==> config.mk <==
export PLATFORM = sky130hd
export DESIGN_NAME = vga_sync_gen
export DESIGN_NICKNAME = d
export VERILOG_FILES = /design/src/rtl/vga_timing_pkg.sv /design/src/rtl/vga_pix_tick.sv /design/src/rtl/vga_sync_gen.sv
export SDC_FILE = /design/constraint.sdc
export NUM_CORES = 1
export LEC_CHECK = 0
export BUFFER_PORTS_ARGS = -buffer_cell sky130_fd_sc_hd__buf_2
export CAP_MARGIN = 10
export CORE_ASPECT_RATIO = 1.25
export CORE_UTILIZATION = 35
export DETAILED_ROUTE_END_ITERATION = 7
export PLACE_DENSITY = 0.61
export SYNTH_ARGS = -nofsm -noshare
export SYNTH_HDL_FRONTEND = slang
export SYNTH_HIERARCHICAL = 1
export SYNTH_SLANG_ARGS = --single-unit
==> constraint.sdc <==
create_clock -name reloj -period 6.9 [get_ports reloj]
set_input_delay 0 -clock reloj [delete_from_list [all_inputs] [get_ports reloj]]
set_output_delay 0 -clock reloj [all_outputs]
set_load 0.02 [all_outputs]
==> src/rtl/vga_timing_pkg.sv <==
// VGA 640x480@60 timing constants shared by the sync generator and the colour stage.
// Optional frame-end pulse is enabled by defining VGA_SYNC_FRAME_TICK_EN.
package vga_timing_pkg;

    localparam int unsigned CNT_W = 10;

    localparam int unsigned PIX_DIV_DEF = 4;

    localparam int unsigned H_BP_DEF  = 48;
    localparam int unsigned H_ACT_DEF = 640;
    localparam int unsigned H_FP_DEF  = 16;
    localparam int unsigned H_SYN_DEF = 96;

    localparam int unsigned V_BP_DEF  = 33;
    localparam int unsigned V_ACT_DEF = 480;
    localparam int unsigned V_FP_DEF  = 10;
    localparam int unsigned V_SYN_DEF = 2;

    localparam int unsigned H_TOT = H_BP_DEF + H_ACT_DEF + H_FP_DEF + H_SYN_DEF;
    localparam int unsigned V_TOT = V_BP_DEF + V_ACT_DEF + V_FP_DEF + V_SYN_DEF;

    localparam int unsigned H_ACT_INI = H_BP_DEF;
    localparam int unsigned H_ACT_FIN = H_BP_DEF + H_ACT_DEF;
    localparam int unsigned V_ACT_INI = V_BP_DEF;
    localparam int unsigned V_ACT_FIN = V_BP_DEF + V_ACT_DEF;

    typedef logic [CNT_W-1:0] cnt_t;

    // Half-open window test lo <= v < hi on an unsigned count.
    function automatic logic in_window(input cnt_t v, input int unsigned lo,
                                       input int unsigned hi);
        return (32'(v) >= lo) && (32'(v) < hi);
    endfunction

endpackage

==> src/rtl/vga_pix_tick.sv <==
// Pixel-rate enable: synchronises reset release and divides the system clock by PIX_DIV.
// Shared by all builds; VGA_SYNC_FRAME_TICK_EN has no effect here.
module vga_pix_tick #(
    parameter int unsigned PIX_DIV = 4
) (
    input  logic reloj,
    input  logic resetM,
    output logic pix_tick
);

    localparam int unsigned DIV_W = (PIX_DIV > 1) ? $clog2(PIX_DIV) : 1;
    localparam logic [DIV_W-1:0] DIV_MAX = DIV_W'(PIX_DIV - 1);

    logic             sync_q1;
    logic             sync_q2;
    logic             run_q;
    logic [DIV_W-1:0] div_q;
    logic [DIV_W-1:0] div_d;
    logic             tick_q;
    logic             tick_d;

    // run_q delays counting by one clock so the first tick lands PIX_DIV clocks after sync.
    always_comb begin
        div_d = div_q;
        if (run_q) begin
            div_d = (div_q == DIV_MAX) ? '0 : div_q + 1'b1;
        end
        tick_d = sync_q2 && (div_d == DIV_MAX);
    end

    always_ff @(posedge reloj or negedge resetM) begin
        if (!resetM) begin
            sync_q1 <= 1'b0;
            sync_q2 <= 1'b0;
            run_q   <= 1'b0;
            div_q   <= '0;
            tick_q  <= 1'b0;
        end else begin
            sync_q1 <= 1'b1;
            sync_q2 <= sync_q1;
            run_q   <= sync_q2;
            div_q   <= div_d;
            tick_q  <= tick_d;
        end
    end

    assign pix_tick = tick_q;

endmodule

==> src/rtl/vga_sync_gen.sv <==
// VGA sync generator: pixel/line counters, active-window flags and active-low sync pins.
// Define VGA_SYNC_FRAME_TICK_EN to add the fin_cuadro frame-end pulse.
module vga_sync_gen
    import vga_timing_pkg::*;
#(
    parameter int unsigned PIX_DIV = PIX_DIV_DEF,
    parameter int unsigned H_BP    = H_BP_DEF,
    parameter int unsigned H_ACT   = H_ACT_DEF,
    parameter int unsigned H_FP    = H_FP_DEF,
    parameter int unsigned H_SYN   = H_SYN_DEF,
    parameter int unsigned V_BP    = V_BP_DEF,
    parameter int unsigned V_ACT   = V_ACT_DEF,
    parameter int unsigned V_FP    = V_FP_DEF,
    parameter int unsigned V_SYN   = V_SYN_DEF
) (
    input  logic             reloj,
    input  logic             resetM,
    output logic             pix_tick,
    output logic [CNT_W-1:0] Qh,
    output logic [CNT_W-1:0] Qv,
    output logic             H_ON,
    output logic             V_ON,
    output logic             hsync,
`ifdef VGA_SYNC_FRAME_TICK_EN
    output logic             fin_cuadro,
`endif
    output logic             vsync
);

    localparam int unsigned HT = H_BP + H_ACT + H_FP + H_SYN;
    localparam int unsigned VT = V_BP + V_ACT + V_FP + V_SYN;
    localparam cnt_t        H_LAST = CNT_W'(HT - 1);
    localparam cnt_t        V_LAST = CNT_W'(VT - 1);

    cnt_t qh_q, qh_d;
    cnt_t qv_q, qv_d;
    logic h_on_q, h_on_d;
    logic v_on_q, v_on_d;
    logic hsync_q, hsync_d;
    logic vsync_q, vsync_d;

    vga_pix_tick #(
        .PIX_DIV(PIX_DIV)
    ) u_pix_tick (
        .reloj   (reloj),
        .resetM  (resetM),
        .pix_tick(pix_tick)
    );

    // Flags decode the next-state counters so they switch on the same edge as Qh/Qv.
    always_comb begin
        qh_d = qh_q;
        qv_d = qv_q;
        if (pix_tick) begin
            if (qh_q == H_LAST) begin
                qh_d = '0;
                qv_d = (qv_q == V_LAST) ? '0 : qv_q + 1'b1;
            end else begin
                qh_d = qh_q + 1'b1;
            end
        end
        h_on_d  = in_window(qh_d, H_BP, H_BP + H_ACT);
        v_on_d  = in_window(qv_d, V_BP, V_BP + V_ACT);
        hsync_d = ~in_window(qh_d, HT - H_SYN, HT);
        vsync_d = ~in_window(qv_d, VT - V_SYN, VT);
    end

    always_ff @(posedge reloj or negedge resetM) begin
        if (!resetM) begin
            qh_q    <= '0;
            qv_q    <= '0;
            h_on_q  <= 1'b0;
            v_on_q  <= 1'b0;
            hsync_q <= 1'b1;
            vsync_q <= 1'b1;
        end else begin
            qh_q    <= qh_d;
            qv_q    <= qv_d;
            h_on_q  <= h_on_d;
            v_on_q  <= v_on_d;
            hsync_q <= hsync_d;
            vsync_q <= vsync_d;
        end
    end

    assign Qh    = qh_q;
    assign Qv    = qv_q;
    assign H_ON  = h_on_q;
    assign V_ON  = v_on_q;
    assign hsync = hsync_q;
    assign vsync = vsync_q;

`ifdef VGA_SYNC_FRAME_TICK_EN
    assign fin_cuadro = pix_tick && (qh_q == H_LAST) && (qv_q == V_LAST);
`endif

endmodule

---- Word level (Yosys, flattened, before mapping) ----
Index checks and enable logic that the tools add are counted.
W data, S select, Z words.
operators by class
  add/subtract/negate cells ............... 3
  $lt $le $gt $ge ......................... 8
  equal/unequal tests ..................... 4
  multiplexer cells ....................... 7
  bitwise operators ....................... 2
  reductions and logical operators ........ 5
operators by type and width
  cell                     number
  $mux W10                 5
  $lt A10 B10 Y1 const B   4
  $add A10 B1 Y10 const B  2
  $eq A10 B10 Y1 const B   2
  $ge A10 B10 Y1 const B   2
  $ge A10 B6 Y1 const B    2
  $logic_and A1 B1 Y1      5
  $eq A2 B2 Y1 const B     2
  $mux W2                  2
  $add A2 B1 Y2 const B    1
  $not A1 Y1               2
storage, ports and cells
  register bits after elaboration ......... 30
  input port bits ......................... 2
  output and inout port bits .............. 25
  logic and storage cells ................. 40

---- Longest topological paths before layout ----
  word-level depth ........................ 7
  mapped depth ............................ 9
  gate-level depth less buffers ........... 8

---- Modules after synthesis ----
The synthesis kept the hierarchy.
modules (own cells, without submodules)
  module        instances  cells an instance  area each (um^2)  seq. area each (um^2)
  vga_sync_gen  1          166                1,586.5           603.1
  vga_pix_tick  1          14                 220.2             150.1

---- Least setup slack after synthesis ----
OpenSTA, ideal clock, no wires.
  path kind ............................... register -> register
  from .................................... reg qv_q[0], in the netlist Qv[0]
  to ...................................... reg v_on_q, in the netlist V_ON
  library setup time ...................... 0.087 ns
  data arrival time ....................... 2.263 ns
  data required time ...................... 6.813 ns
  path slack .............................. 4.550 ns
  cell stages (with the launch flop) ...... 10
  buffers on the path ..................... 1
  period minus slack after synthesis ...... 2.350 ns
  cells stage by stage .................... dfrtp_1 buf_6 inv_1 ha_1 nor4b_4 nand3_1 a21o_1 a22o_2 or3_1 o211ai_1
between the ends
  word-level cells in the longest chain between the ends .. 6
  elaborated cells on any way between the ends .. 8
  classes of those cells .................. 1 x add/sub; 2 x order compare; 1 x eq/ne; 3 x mux; 1 x reduce/logical
RTL lines
  item                                                      RTL line              text
  start: declaration                                        vga_sync_gen.sv:36    cnt_t qv_q, qv_d;
  start signal: assignment                                  vga_sync_gen.sv:78    qv_q <= qv_d;
  $add A10 B1 Y10 / $eq A10 B10 Y1 (equally long branches)  vga_sync_gen.sv:57    qv_d = (qv_q == V_LAST) ? '0 : qv_q + 1'b1;
  $mux W10 (*)                                              vga_sync_gen.sv:57
  $mux W10 (*)                                              vga_sync_gen.sv:55    if (qh_q == H_LAST) begin
  $mux W10 (*)                                              vga_sync_gen.sv:54    if (pix_tick) begin
  net qv_d[3]                                               vga_sync_gen.sv:36
  $ge A10 B6 Y1 / $lt A10 B10 Y1 (equally long branches)    vga_timing_pkg.sv:32  return (32'(v) >= lo) && (32'(v) < hi);
  $logic_and A1 B1 Y1 (*)                                   vga_timing_pkg.sv:32
  net v_on_d                                                vga_sync_gen.sv:38    logic v_on_q, v_on_d;
  end signal: assignment                                    vga_sync_gen.sv:80    v_on_q <= v_on_d;
  end: declaration                                          vga_sync_gen.sv:38
Mark *: on every way through the listed nets, which the timed path passes. The rest lies on a longest branch.

---- Worst setup path in the final report ----
  from .................................... reg qh_q[0], in the netlist Qh[0]
  to ...................................... reg v_on_q, in the netlist V_ON
between the ends
  word-level cells in the longest chain between the ends .. 5
  elaborated cells on any way between the ends .. 6
  classes of those cells .................. 2 x order compare; 1 x eq/ne; 2 x mux; 1 x reduce/logical
RTL lines
  item                                                    RTL line              text
  start: declaration                                      vga_sync_gen.sv:35    cnt_t qh_q, qh_d;
  start signal: assignment                                vga_sync_gen.sv:77    qh_q <= qh_d;
  $eq A10 B10 Y1 (*)                                      vga_sync_gen.sv:55
  $mux W10 (*)                                            vga_sync_gen.sv:55
  $mux W10 (*)                                            vga_sync_gen.sv:54
  $ge A10 B6 Y1 / $lt A10 B10 Y1 (equally long branches)  vga_timing_pkg.sv:32
  $logic_and A1 B1 Y1 (*)                                 vga_timing_pkg.sv:32
  net v_on_d                                              vga_sync_gen.sv:38
Marked as above.

==> results.toml <==
[yosys]
synthTopCellsByArea = "dfrtp_1 (39%), xnor2_1 (3.4%), nand2_1 (3.3%)"
yosysWarningCount = 6
synthCells = 180
synth_edf_count = 0
async_flop_share = 1.00
synth-seq-cells = 30
synth-seq-area-share = 0.417
syn-cell-area_sq_um = 1810
avgSynthCellArea_sq_um = 10.0
synth-main-ff-cell = "dfrtp_1"
synth_cell_types = 54
synth.most_common_cell = "dfrtp_1"
yosys.area.top_type = "dfrtp_1"
synthesis.nets = 186
synth_common_cells = "dfrtp_1 (28), nand2_1 (16), nor2_1 (11)"
yosys.area.top_type_share = 0.388

[routing]
dr.pass1.iters = 4
ant_nets = 0
drt-initial-drc-count = 118
wl_mm = 3.67
routedWlPerCell_um = 13.6
route.detailed.drc = 0
vias = 1437
vias_per_cell = 5.34

[grt]
grt_util_met1 = 0.196
met2_usage = 0.267
grt_pass1_wl_mm = 6.49
grt_overflow = 0
grt_max_degree = 31
grt_pass1_vias = 1403
track_usage = 0.158
grt.busiest_layer = "met2"
use_met3 = 0.0316
antenna_found_initial = 0

[sta]
setup_tns_ps = 0
rsz0062_at_grt = "no"
slew_headroom = 0.549
finClkSkew_ps = 7.46
finalMaxSlewViolations = 0
period_needed_ps = 2700
fmax_mhz = 371
finalSetupViolations = 0
holdWs_ps = 291
tightest_slew_ps = 676
fin_ws_ps = 4200
period_share = 0.391
hold_violations = 0

[place]
gp_congestion = 0.778
place_area_sq_um = 1960
dp_hpwl_mm = 2.65
portBuffers = 26
post-place-ws_ps = 4210

[critical_path]
setup.worst_path.end_class = "flip-flop"
crit_chain = "ha_1, and4_1, and3_1, mux2i_2, o211ai_1, or3_1, o211ai_1"
crit_path_start = "Qh[0]"
cp_max_fo = 10
required_ps = 7100
startpoint_type = "flip-flop"
worstSetupPathType = "reg -> reg"
slowest_stage = "and3_1"
cp_common_cell = "o211ai_1"
worstPathArrival_ps = 2890
worstReg2RegStart = "Qh[0]"
max_stage_delay_ps = 480

[finish]
final_layout_size_suffix_gt1_frac = 0.234
num-nets-final = 214
final_cell_area_sq_um = 2080
area_delta_synth_final_pct = 15.0
diodes = 0

[clocking]
cts-root-buf = "clkbuf_8"
cts_htree_levels = 2
cts_tree = "done"
clk_latency_ps = 280
path_clk_slew_ps = 70
cts-resized-gates = 0
cts_made_buffers = 5
cts_sinks = 30
clk_path_buf_depth = 2

[run_status]
status = "complete, no violations"

[floorplan]
rows = 28
die_w_um = 66.3
die_area_sq_um = 5460
initial_core_util = 0.374
ioPinCount = 27
core-area_sq_um = 4830
die-height_um = 82.3

[hold_path]
hold_path.class = "in -> async"

[job]
maxCapViolCount = 0

[power]
powerDensity_nw_per_um2 = 220
ir_worst_vdd_v = 0.000170
p_leak_nw = 0.981
flip-flops by register name, indices dropped and copies added (netlist names):
signal / flops
Qh: 10
Qv: 10
u_pix_tick/div_q: 2
H_ON: 1
V_ON: 1
hsync: 1
u_pix_tick/pix_tick: 1
u_pix_tick/run_q: 1
u_pix_tick/sync_q1: 1
u_pix_tick/sync_q2: 1
vsync: 1
path summary, 6_finish.rpt:
path	endpoint	cells past startpoint	slack, ps
max	V_ON	7	4200
min	Qv[5]	2	290
max reg2reg	V_ON	7	4200
min reg2reg	u_pix_tick/sync_q2	0	360
max in group asynchronous	Qh[9]	2	6170
min in group reloj	u_pix_tick/sync_q2	0	360
critical path, delay by kind of cell, from the launching register on:
family / cells / cell delay [ps]
AND/OR/NAND/NOR: 3 / 1270
AO/OA/AOI/OAI: 2 / 350
flip-flops: 1 / 420
adder cells (fa/ha/maj): 1 / 210
multiplexers: 1 / 380
layer usage:
metal  up-vias  share of wire
met2        29           0.48
met4         0          0.017
li1        713              -
met5         -              0
met3         5          0.044
met1       690           0.46
power breakdown:
| group | switching, W | total, W | internal (W) |
|---|---|---|---|
| Sequential | 0.0000223 | 0.000216 | 0.000193 |
| Clock | 0.0000685 | 0.000175 | 0.000106 |
| Combinational | 0.0000371 | 0.0000671 | 0.0000300 |
| Total | 0.000128 | 0.000458 | 0.000330 |
cell type report:
class,instances,area [sq um]
fill,472,2760
multi-input combinational,134,962
sequential,30,753
timing repair buffer,27,140
tap,60,75.1
clock buffer,5,68.8
clock inverter,3,40.0
inverter,10,37.5
cells in the final DEF, fill, tap and decap left out, drive strengths merged, types with 3 or more instances in the layout:
cell type	count
a21oi	4
and3	5
buf	26
clkbuf	5
dfrtp	28
ha	4
inv	10
mux2i	6
nand2	17
nand3	11
nand3b	4
nand4	3
nor2	11
nor3	5
nor4b	3
o21ai	10
o31ai	4
or3	3
xnor2	7
xor2	4
metrics by stage:
stage	instances	power, W	util
global route	269	0.000489	0.430
finish	269	0.000458	0.430
floorplan	180	0.000263	-
CTS	269	0.000465	0.430
global placement	260	0.000287	0.405
detailed placement	260	0.000288	0.405
logic make-up (layout without fill, tap and decap cells):
family                   count (synthesis)  count (layout)  synth area share
AND/OR/NAND/NOR                         74              74             0.265
adder cells (fa/ha/maj)                  4               4            0.0277
AO/OA/AOI/OAI                           36              36             0.135
buffers and inverters                   16              45            0.0505
flip-flops                              30              30             0.417
other                                    1               1           0.00208
multiplexers                             8               8            0.0499
XOR/XNOR                                11              11            0.0533
repair_timing:
item,CTS,global route
buffers inserted,0,0
endpoints found under the hold margin,28,0
hold buffers,1,0
Note: power is estimated with default switching activity, not from simulation.
